**src/rtl/btn_pkg.sv**
```systemverilog
// Shared types and constants for the front-panel button conditioner.
package btn_pkg;

  localparam int NUM_BTN = 3;
  localparam int BTN_CFG = 0;
  localparam int BTN_INC = 1;
  localparam int BTN_DEC = 2;

  typedef enum logic [2:0] {
    IDLE,
    DEB_DN,
    PRESSED,
    HELD,
    DEB_UP
  } btn_state_e;

  // Counter width wide enough for the largest terminal count, never zero bits.
  function automatic int cnt_w(int a, int b, int c);
    int m;
    m = a;
    if (b > m) m = b;
    if (c > m) m = c;
    return (m > 1) ? $clog2(m) : 1;
  endfunction

endpackage

```
**src/rtl/btn_channel.sv**
```systemverilog
// One button: 2-FF synchroniser, shared debounce/hold/repeat counter, channel FSM.
module btn_channel
  import btn_pkg::*;
#(
  parameter int DEBOUNCE_CYCLES = 500_000,
  parameter int HOLD_CYCLES     = 100_000_000,
  parameter int REPEAT_CYCLES   = 20_000_000,
  parameter bit REPEAT_EN       = 1'b0
) (
  input  logic clk_i,
  input  logic rstn_i,
  input  logic key_i,
  output logic press_o,
  output logic level_o,
  output logic long_o
);

  localparam int CW = cnt_w(DEBOUNCE_CYCLES, HOLD_CYCLES, REPEAT_CYCLES);
  localparam logic [CW-1:0] DEB_LAST  = CW'(DEBOUNCE_CYCLES - 1);
  localparam logic [CW-1:0] HOLD_LAST = CW'(HOLD_CYCLES - 1);
  localparam logic [CW-1:0] REP_LAST  = CW'(REPEAT_CYCLES - 1);

  logic [1:0]    sync_q;
  logic          s;
  btn_state_e    state_q, state_d;
  logic [CW-1:0] cnt_q, cnt_d;
  logic          press_d, long_d;

  assign s = sync_q[1];

  // Two-stage synchroniser as a small shift register.
  always_ff @(posedge clk_i or negedge rstn_i) begin
    if (!rstn_i) sync_q <= '0;
    else         sync_q <= {sync_q[0], key_i};
  end

  // State, counter and registered pulse outputs.
  always_ff @(posedge clk_i or negedge rstn_i) begin
    if (!rstn_i) begin
      state_q <= IDLE;
      cnt_q   <= '0;
      press_o <= 1'b0;
      long_o  <= 1'b0;
    end else begin
      state_q <= state_d;
      cnt_q   <= cnt_d;
      press_o <= press_d;
      long_o  <= long_d;
    end
  end

  // Next state; a key change always wins over the terminal count, and every
  // state change clears the counter.
  always_comb begin
    state_d = state_q;
    cnt_d   = cnt_q + 1'b1;
    press_d = 1'b0;
    long_d  = 1'b0;
    case (state_q)
      IDLE: begin
        cnt_d = '0;
        if (s) state_d = DEB_DN;
      end
      DEB_DN: begin
        if (!s) begin
          state_d = IDLE;
          cnt_d   = '0;
        end else if (cnt_q == DEB_LAST) begin
          state_d = PRESSED;
          cnt_d   = '0;
          press_d = 1'b1;
        end
      end
      PRESSED: begin
        if (!s) begin
          state_d = DEB_UP;
          cnt_d   = '0;
        end else if (cnt_q == HOLD_LAST) begin
          state_d = HELD;
          cnt_d   = '0;
          long_d  = 1'b1;
          press_d = REPEAT_EN;
        end
      end
      HELD: begin
        if (!s) begin
          state_d = DEB_UP;
          cnt_d   = '0;
        end else if (cnt_q == REP_LAST) begin
          cnt_d   = '0;
          press_d = REPEAT_EN;
        end
      end
      DEB_UP: begin
        if (s) begin
          state_d = PRESSED;
          cnt_d   = '0;
        end else if (cnt_q == DEB_LAST) begin
          state_d = IDLE;
          cnt_d   = '0;
        end
      end
      default: begin
        state_d = IDLE;
        cnt_d   = '0;
      end
    endcase
  end

  // Debounced level is high for every state past the press debounce.
  assign level_o = (state_q == PRESSED) || (state_q == HELD) || (state_q == DEB_UP);

endmodule

```
**src/rtl/btn_conditioner.sv**
```systemverilog
// Conditions the config/inc/dec buttons: one independent channel per button.
module btn_conditioner
  import btn_pkg::*;
#(
  parameter int                 DEBOUNCE_CYCLES = 500_000,
  parameter int                 HOLD_CYCLES     = 100_000_000,
  parameter int                 REPEAT_CYCLES   = 20_000_000,
  parameter logic [NUM_BTN-1:0] REPEAT_MASK     = 3'b110
) (
  input  logic               clk_i,
  input  logic               rstn_i,
  input  logic [NUM_BTN-1:0] key_i,
  output logic [NUM_BTN-1:0] press_o,
  output logic [NUM_BTN-1:0] level_o,
  output logic [NUM_BTN-1:0] long_o
);

  for (genvar ch = 0; ch < NUM_BTN; ch++) begin : g_ch
    btn_channel #(
      .DEBOUNCE_CYCLES (DEBOUNCE_CYCLES),
      .HOLD_CYCLES     (HOLD_CYCLES),
      .REPEAT_CYCLES   (REPEAT_CYCLES),
      .REPEAT_EN       (REPEAT_MASK[ch])
    ) u_ch (
      .clk_i   (clk_i),
      .rstn_i  (rstn_i),
      .key_i   (key_i[ch]),
      .press_o (press_o[ch]),
      .level_o (level_o[ch]),
      .long_o  (long_o[ch])
    );
  end

endmodule

```
**config.mk**
```make
export PLATFORM = sky130hd
export DESIGN_NAME = btn_conditioner
export DESIGN_NICKNAME = d
export VERILOG_FILES = /design/src/rtl/btn_pkg.sv /design/src/rtl/btn_channel.sv /design/src/rtl/btn_conditioner.sv
export SDC_FILE = /design/constraint.sdc
export NUM_CORES = 1
export LEC_CHECK = 0
export ABC_AREA = 1
export CAP_MARGIN = 10
export CORE_MARGIN = 2
export CORE_UTILIZATION = 40
export DETAILED_ROUTE_END_ITERATION = 16
export SYNTH_ARGS = -nofsm -noshare
export SYNTH_HDL_FRONTEND = slang
export SYNTH_SLANG_ARGS = --single-unit
```
**constraint.sdc**
```tcl
create_clock -name clk_i -period 1.9 [get_ports clk_i]
set_input_delay 0.19 -clock clk_i [delete_from_list [all_inputs] [get_ports clk_i]]
set_output_delay 0.19 -clock clk_i [all_outputs]
set_load 0.1 [all_outputs]
```
==> reports/results.ini, run 1 <==
[status]
outcome=finished, final reports clean

[global_routing]
grtUsageMet2_pct=25.2
busiest_layer=met2
grt_max_degree=39
grtUsageTotal_pct=15.9
grt_use_met3_pct=3.22
grt_pass1_wl_um=20600
grt_util_met1_pct=22.0
grt_overflow=0
antenna_found_initial=0
first_global_vias=4427

[pwr]
leakage_nw=2.92
p_per_area_nw_per_um2=952
ir_drop_mv=0.462
total_power_mw=6.52

[clock_tree]
insertion_delay_ns=0.35
cts_sinks=102
cts_inserted_buffers=9
path_clk_slew_ns=0.07
root_buffer=clkbuf_16
cts_tree=built
clockBufferDepth=2
htree_levels=3

[routing]
routed_wl_um=12500
viasPerCell=4.74
detail_route.wl_per_cell_um=12.4
dr.pass1.iters=5
postRouteAntennaNets=0
routed-via-count=4773
drtIter0Drc=411
drcViolationCount=0

[sta]
hold_violations=0
maxSlewViolCount=0
setup_slack_ns=0.0857
whs_ns=0.277
max_freq_mhz=551
tightest_slew_ns=0.522
period_share_pct=95.5
final-setup-viol-count=0
clock_skew_ns=0.00931
period_minus_slack_ns=1.81
slew_headroom_pct=65.2

[layout]
syn_to_final_growth_pct=17.4
finalCoreUtilization_pct=47.7
diodes=0
multi_input_area_sq_um=2910
seqCellArea_sq_um=2550
nNetsFinal=825
drive_above_1_share_pct=12.5
nFillCells=1406

[die]
core_area_sq_um=14400
die_height_um=125
die_area_sq_um=15600
die_x_um=125
rows=44
floorplan.initialDensity_pct=40.6
io-pin-count=14

[critical_path]
worst-setup-path-type=flip-flop to flip-flop
critPathMaxFanout=7
crit_start=g_ch[0].u_ch.cnt_q[0]
rrSetupSlack_ns=0.09
cp-end-kind=flip-flop
cp.arrival_ns=2.05
cp.required_ns=2.13
r2r-end=g_ch[0].u_ch.cnt_q[14]
cp-endpoint=g_ch[0].u_ch.cnt_q[14]
regToRegStartpoint=g_ch[0].u_ch.cnt_q[0]
cp-start-kind=flip-flop
reg2reg_depth=11

[yosys]
netlist_instances=784
synth_top_cell_area_share_pct=43.7
synth.distinct_cells=33
synth-main-ff-cell=dfrtp_1
synth.area.top_cells=dfrtp_1, nor2_1, nand2_1, xor2_1, inv_1
yosysWarnings=0
synth_nets=792
syn_avg_cell_area_sq_um=7.44
synth_top_area_cell=dfrtp_1
post-synth-top-count-cell=nor2_1
syn_area_sq_um=5830
synthArstFlopShare_pct=100
yosysSeqAreaShare_pct=43.7
synth_edf_count=0
ys_ff_latch=102
yosys-top-cells-count=nor2_1, nand2_1, dfrtp_1

[placed_design]
portBuffers=13
hpwl_um=8790
dpl_worst_slack_ns=0.0817
gp_congestion=0.880

[worst_hold_path]
hp-class=input port to flip-flop

[flow_run]
cap_violations=0

worst min-delay path by stage:
stage | from | end | slack (ns) | cells past startpoint
after floorplan | rstn_i | g_ch[0].u_ch.cnt_q[0] | -0.11 | 0
after global placement | rstn_i | g_ch[0].u_ch.state_q[1] | 0.19 | 1
after detailed placement | rstn_i | g_ch[0].u_ch.state_q[1] | 0.20 | 1
after CTS | key_i[2] | g_ch[2].u_ch.sync_q[0] | 0.26 | 1
after global routing | key_i[1] | g_ch[1].u_ch.sync_q[0] | 0.26 | 1
final | key_i[2] | g_ch[2].u_ch.sync_q[0] | 0.28 | 1
cells by family (layout without fill, tap and decap cells):
kind of cell	Yosys count	in the layout	share of synthesized area [%]
flip-flops	102	102	43.7
AO/OA/AOI/OAI	30	30	2.87
buffers and inverters	113	151	8.64
adder cells (fa/ha/maj)	3	3	0.643
XOR/XNOR	59	59	8.86
AND/OR/NAND/NOR	477	477	35.2
per-stage QoR:
step | TNS [ns] | cell area [sq um] | std cells
floorplan | 0 | 5830 | 784
global placement | 0 | 6230 | 977
detailed placement | 0 | 6230 | 977
CTS | 0 | 6540 | 994
global route | -0.168 | 6850 | 1006
finish | 0 | 6850 | 1006
placed cells by master (no fill, tap or decap), types with 2 or more instances in the layout:
cell type        netlist  routed
inv_1                 96      96
xnor2_1               10      10
nand2_2                4       9
dfrtp_1              102     100
a21oi_1                4       4
clkbuf_16              0      13
clkinvlp_4             0       2
nor2_1               181     171
buf_12                 0       9
xor2_1                49      49
nand3b_1               2       2
nand2_1              177     170
nand2_4                0       2
buf_4                  9      20
nor2_2                14      20
nand4_1               17      17
nand3_1               49      46
nor3_1                20      20
a31oi_1                4       4
nor2_4                 5       9
clkdlybuf4s50_1        0       3
nand3_4                0       2
nand3_2                2       3
o21ai_0               17      17
dfrtp_2                0       2
ha_4                   0       2
flip-flops by register name (all words and copies together), names as in the netlist:
| name | count |
|---|---|
| g_ch.u_ch.cnt_q | 81 |
| g_ch.u_ch.state_q | 9 |
| g_ch.u_ch.press_o | 3 |
| g_ch.u_ch.sync_q | 6 |
| g_ch.u_ch.long_o | 3 |
layout make-up:
type | instances | area share (%)
Timing Repair Buffer | 38 | 7.03
Inverter | 97 | 5.35
Clock inverter | 5 | 0.859
Clock buffer | 11 | 3.54
Sequential cell | 102 | 37.3
Tap cell | 184 | 3.36
Multi-Input combinational cell | 569 | 42.5
report_power, final:
part,internal [mW],switching [mW]
clock,1.06,0.818
sequential,2.30,0.109
combinational,0.932,1.30
critical path, stage by stage (launching register included):
cell and delay [ns]:
dfrtp_1 0.36, ha_2 0.22, nand3_4 0.10, inv_4 0.10, nand2_4 0.06, nor2_4 0.12, nand3_4 0.08, nand2_1 0.08
nand2_2 0.07, nor2_4 0.24, clkbuf_16 0.21, nor2_1 0.04
timing repair:
action | in CTS | in global routing
hold endpoints to repair | 35 | 0
hold buffers | 1 | 0
setup endpoints to repair | 0 | 89
resized for setup | 0 | 37
buffers inserted | 0 | 7
layer usage:
layer / vias to the layer above / share of wire [%] / wire, um
met2: 54 / 47 / 5880
met3: 17 / 2.7 / 332
met1: 2207 / 49 / 6140
met5: - / 0 / 0
met4: 0 / 1.3 / 157
li1: 2495 / - / -
Note: power is estimated with default switching activity, not from simulation.
==> inputs of run 2 (changes only) <==
PLACE_DENSITY = 0.57   (was default)
SKIP_LAST_GASP = 1   (was default)
clock period = 1.7 ns   (was 1.9 ns; I/O delays follow)
==> reports/results.ini, run 2 (same netlist as run 1, synthesis figures left out) <==
[layout]
diodes=0  ; unchanged
nNetsFinal=893  ; +8.2%
finalNonFillerCells=1074  ; +6.8%
layout_commonest_cell=nand2_1
biggestRegsByFlops=g_ch.u_ch.cnt_q (81), g_ch.u_ch.state_q (9), g_ch.u_ch.sync_q (6)
drive_above_1_share_pct=30.1  ; +18 points
top_register=g_ch.u_ch.cnt_q
layout_common_cells=nand2_1, nor2_1, dfrtp_1, inv_1, buf_4
syn_to_final_growth_pct=34.9
largest_register_ffs=81  ; unchanged

[global_routing]
grt_overflow=0  ; unchanged
grt_max_degree=35  ; -10%
grt_use_met3_pct=2.88  ; -0.34 points
grt_util_met1_pct=23.9  ; +1.9 points
grtUsageTotal_pct=18.5  ; +2.6 points
grtUsageMet2_pct=31.7  ; +6.5 points
busiest_layer=met2
first_global_vias=5126  ; +16%
grt_pass1_wl_um=23800  ; +15%
antenna_found_initial=0  ; unchanged

[clock_tree]
cts_sinks=102  ; unchanged
cts_tree=built
root_buffer=clkbuf_16
insertion_delay_ns=0.35  ; about the same
path_clk_slew_ns=0.07  ; about the same
htree_levels=3  ; unchanged
cts_inserted_buffers=9  ; unchanged
clockBufferDepth=2  ; unchanged

[routing]
dr.pass1.iters=5  ; unchanged
routed-via-count=5319  ; +11%
routed_wl_um=14700  ; +18%
drtIter0Drc=409  ; -0.49%
postRouteAntennaNets=0  ; unchanged
detail_route.wl_per_cell_um=13.7  ; +10%
drcViolationCount=0  ; unchanged
viasPerCell=4.95  ; +4.4%

[sta]
tightest_slew_ns=0.493  ; -0.0282 ns
max_freq_mhz=538  ; -2.4%
slew_headroom_pct=67.1  ; +1.9 points
final-setup-viol-count=85  ; +85
period_minus_slack_ns=1.86  ; +0.0439 ns
rsz0062_at_grt=true
setup_slack_ns=-0.158  ; -0.244 ns
period_share_pct=109  ; +14 points
maxSlewViolCount=0  ; unchanged
tns_ns=-8.33  ; -8.33 ns
clock_skew_ns=0.00716  ; -0.00215 ns
hold_violations=0  ; unchanged

[die]
floorplan.initialDensity_pct=40.6  ; unchanged
die_x_um=125  ; unchanged
die_area_sq_um=15600  ; unchanged
io-pin-count=14  ; unchanged
core_area_sq_um=14400  ; unchanged
rows=44  ; unchanged
die_height_um=125  ; unchanged

[placed_design]
hpwl_um=9850  ; +12%
placed_cells=1029  ; +5.3%
dpl_worst_slack_ns=-0.0835  ; -0.165 ns
gp_congestion=0.908  ; +3.2%
portBuffers=13  ; unchanged

[worst_hold_path]
whs_path_depth=1  ; unchanged
hp-class=input port to flip-flop
hold-path-endpoint=g_ch[0].u_ch.sync_q[0]
hold_start=key_i[0]

[status]
outcome=finished with violations
violations=setup timing

[flow_run]
cap_violations=0  ; unchanged

[critical_path]
cp.arrival_ns=2.09  ; +0.04 ns
crit_path_frequent_cell=nor2_4
cp-end-kind=flip-flop
crit_chain=ha_2, nand2_2, nor2_4, nand2_2, nor2_4, nand3_4, nand2_4, nand2_4, nor2_4, clkbuf_16, nor2_2
r2r-end=g_ch[1].u_ch.cnt_q[22]
worst-setup-path-type=flip-flop to flip-flop
cp.required_ns=1.94  ; -0.19 ns
rrSetupSlack_ns=-0.16  ; -0.24 ns
critPathMaxStageDelay_ns=0.36  ; about the same
regToRegStartpoint=g_ch[1].u_ch.cnt_q[0]
reg2reg_depth=11  ; unchanged
cp-start-kind=flip-flop
critPathMaxFanout=7  ; unchanged
crit_path_top_delay_cell=dfrtp_1

[pwr]
leakage_nw=3.30  ; +13%
p_per_area_nw_per_um2=1030  ; +8.0%
ir_drop_mv=0.576  ; +25%
total_power_mw=8.09  ; +24%

run 2: cell count changes in the layout (fill, tap and decap cells not counted), sizes merged:
cell and delta:
clkinv -2, inv +1, buf +68, clkbuf +1
run 2: where the power goes:
part           switching (mW)  internal, mW
logic                    1.91          1.35
clock network           0.917          1.23
registers               0.118          2.57
run 2: layer usage:
metal,share of wire (%),vias to the layer above
li1,-,2627
met1,45,2539
met2,50,122
met3,3.2,31
met4,2.2,0
met5,0,-
run 2: layout make-up:
class / count / area [sq um]
Fill cell: 1299 / 6500
Inverter: 97 / 367
Timing Repair Buffer: 106 / 1050
Multi-Input combinational cell: 569 / 3350
Sequential cell: 102 / 2550
Tap cell: 184 / 230
Clock buffer: 12 / 256
Clock inverter: 4 / 53.8
run 2: repair_timing:
| item | 4_1_cts | 5_1_grt |
|---|---|---|
| resized for setup | 28 | 149 |
| cloned | 3 | 4 |
| hold buffers | 1 | 0 |
| pin swaps | 1 | 21 |
| endpoints found under the hold margin | 29 | 0 |
| endpoints found under the setup margin | 87 | 91 |
| buffers inserted | 14 | 9 |
run 2: worst max-delay path by stage:
stage	from	endpoint	slack [ns]	cells past startpoint
2_1_floorplan	g_ch[1].u_ch.cnt_q[0]	g_ch[1].u_ch.cnt_q[22]	0.05	11
6_report	g_ch[1].u_ch.cnt_q[0]	g_ch[1].u_ch.cnt_q[22]	-0.16	11
5_1_grt	g_ch[1].u_ch.cnt_q[0]	g_ch[1].u_ch.cnt_q[24]	-0.29	11
3_3_place_gp	g_ch[2].u_ch.cnt_q[0]	g_ch[2].u_ch.cnt_q[24]	-0.01	9
3_5_place_dp	g_ch[2].u_ch.cnt_q[0]	g_ch[2].u_ch.state_q[1]	-0.08	10
4_1_cts	g_ch[1].u_ch.cnt_q[0]	g_ch[1].u_ch.cnt_q[16]	-0.07	11
run 2: metrics by stage:
step / utilization [%] / hold WS [ns] / area [sq um]
3_5_place_dp: 46.0 / 0.176 / 6610
2_1_floorplan: - / -0.126 / 5830
5_1_grt: 54.8 / 0.240 / 7870
3_3_place_gp: 46.0 / 0.167 / 6610
6_report: 54.8 / 0.257 / 7870
4_1_cts: 50.1 / 0.248 / 7190
run 2: worst max-delay path, delay by kind of cell (launching register included):
kind,cells,cell delay [ns]
buf+inv,1,0.23
flops,1,0.36
fa+ha+maj,1,0.20
simple gates,9,0.97
==> inputs of run 3 (changes only) <==
SLEW_MARGIN = 40   (was default)
==> results of run 3 <==
No change in the layout: final DEF, timing and power equal those of run 2.
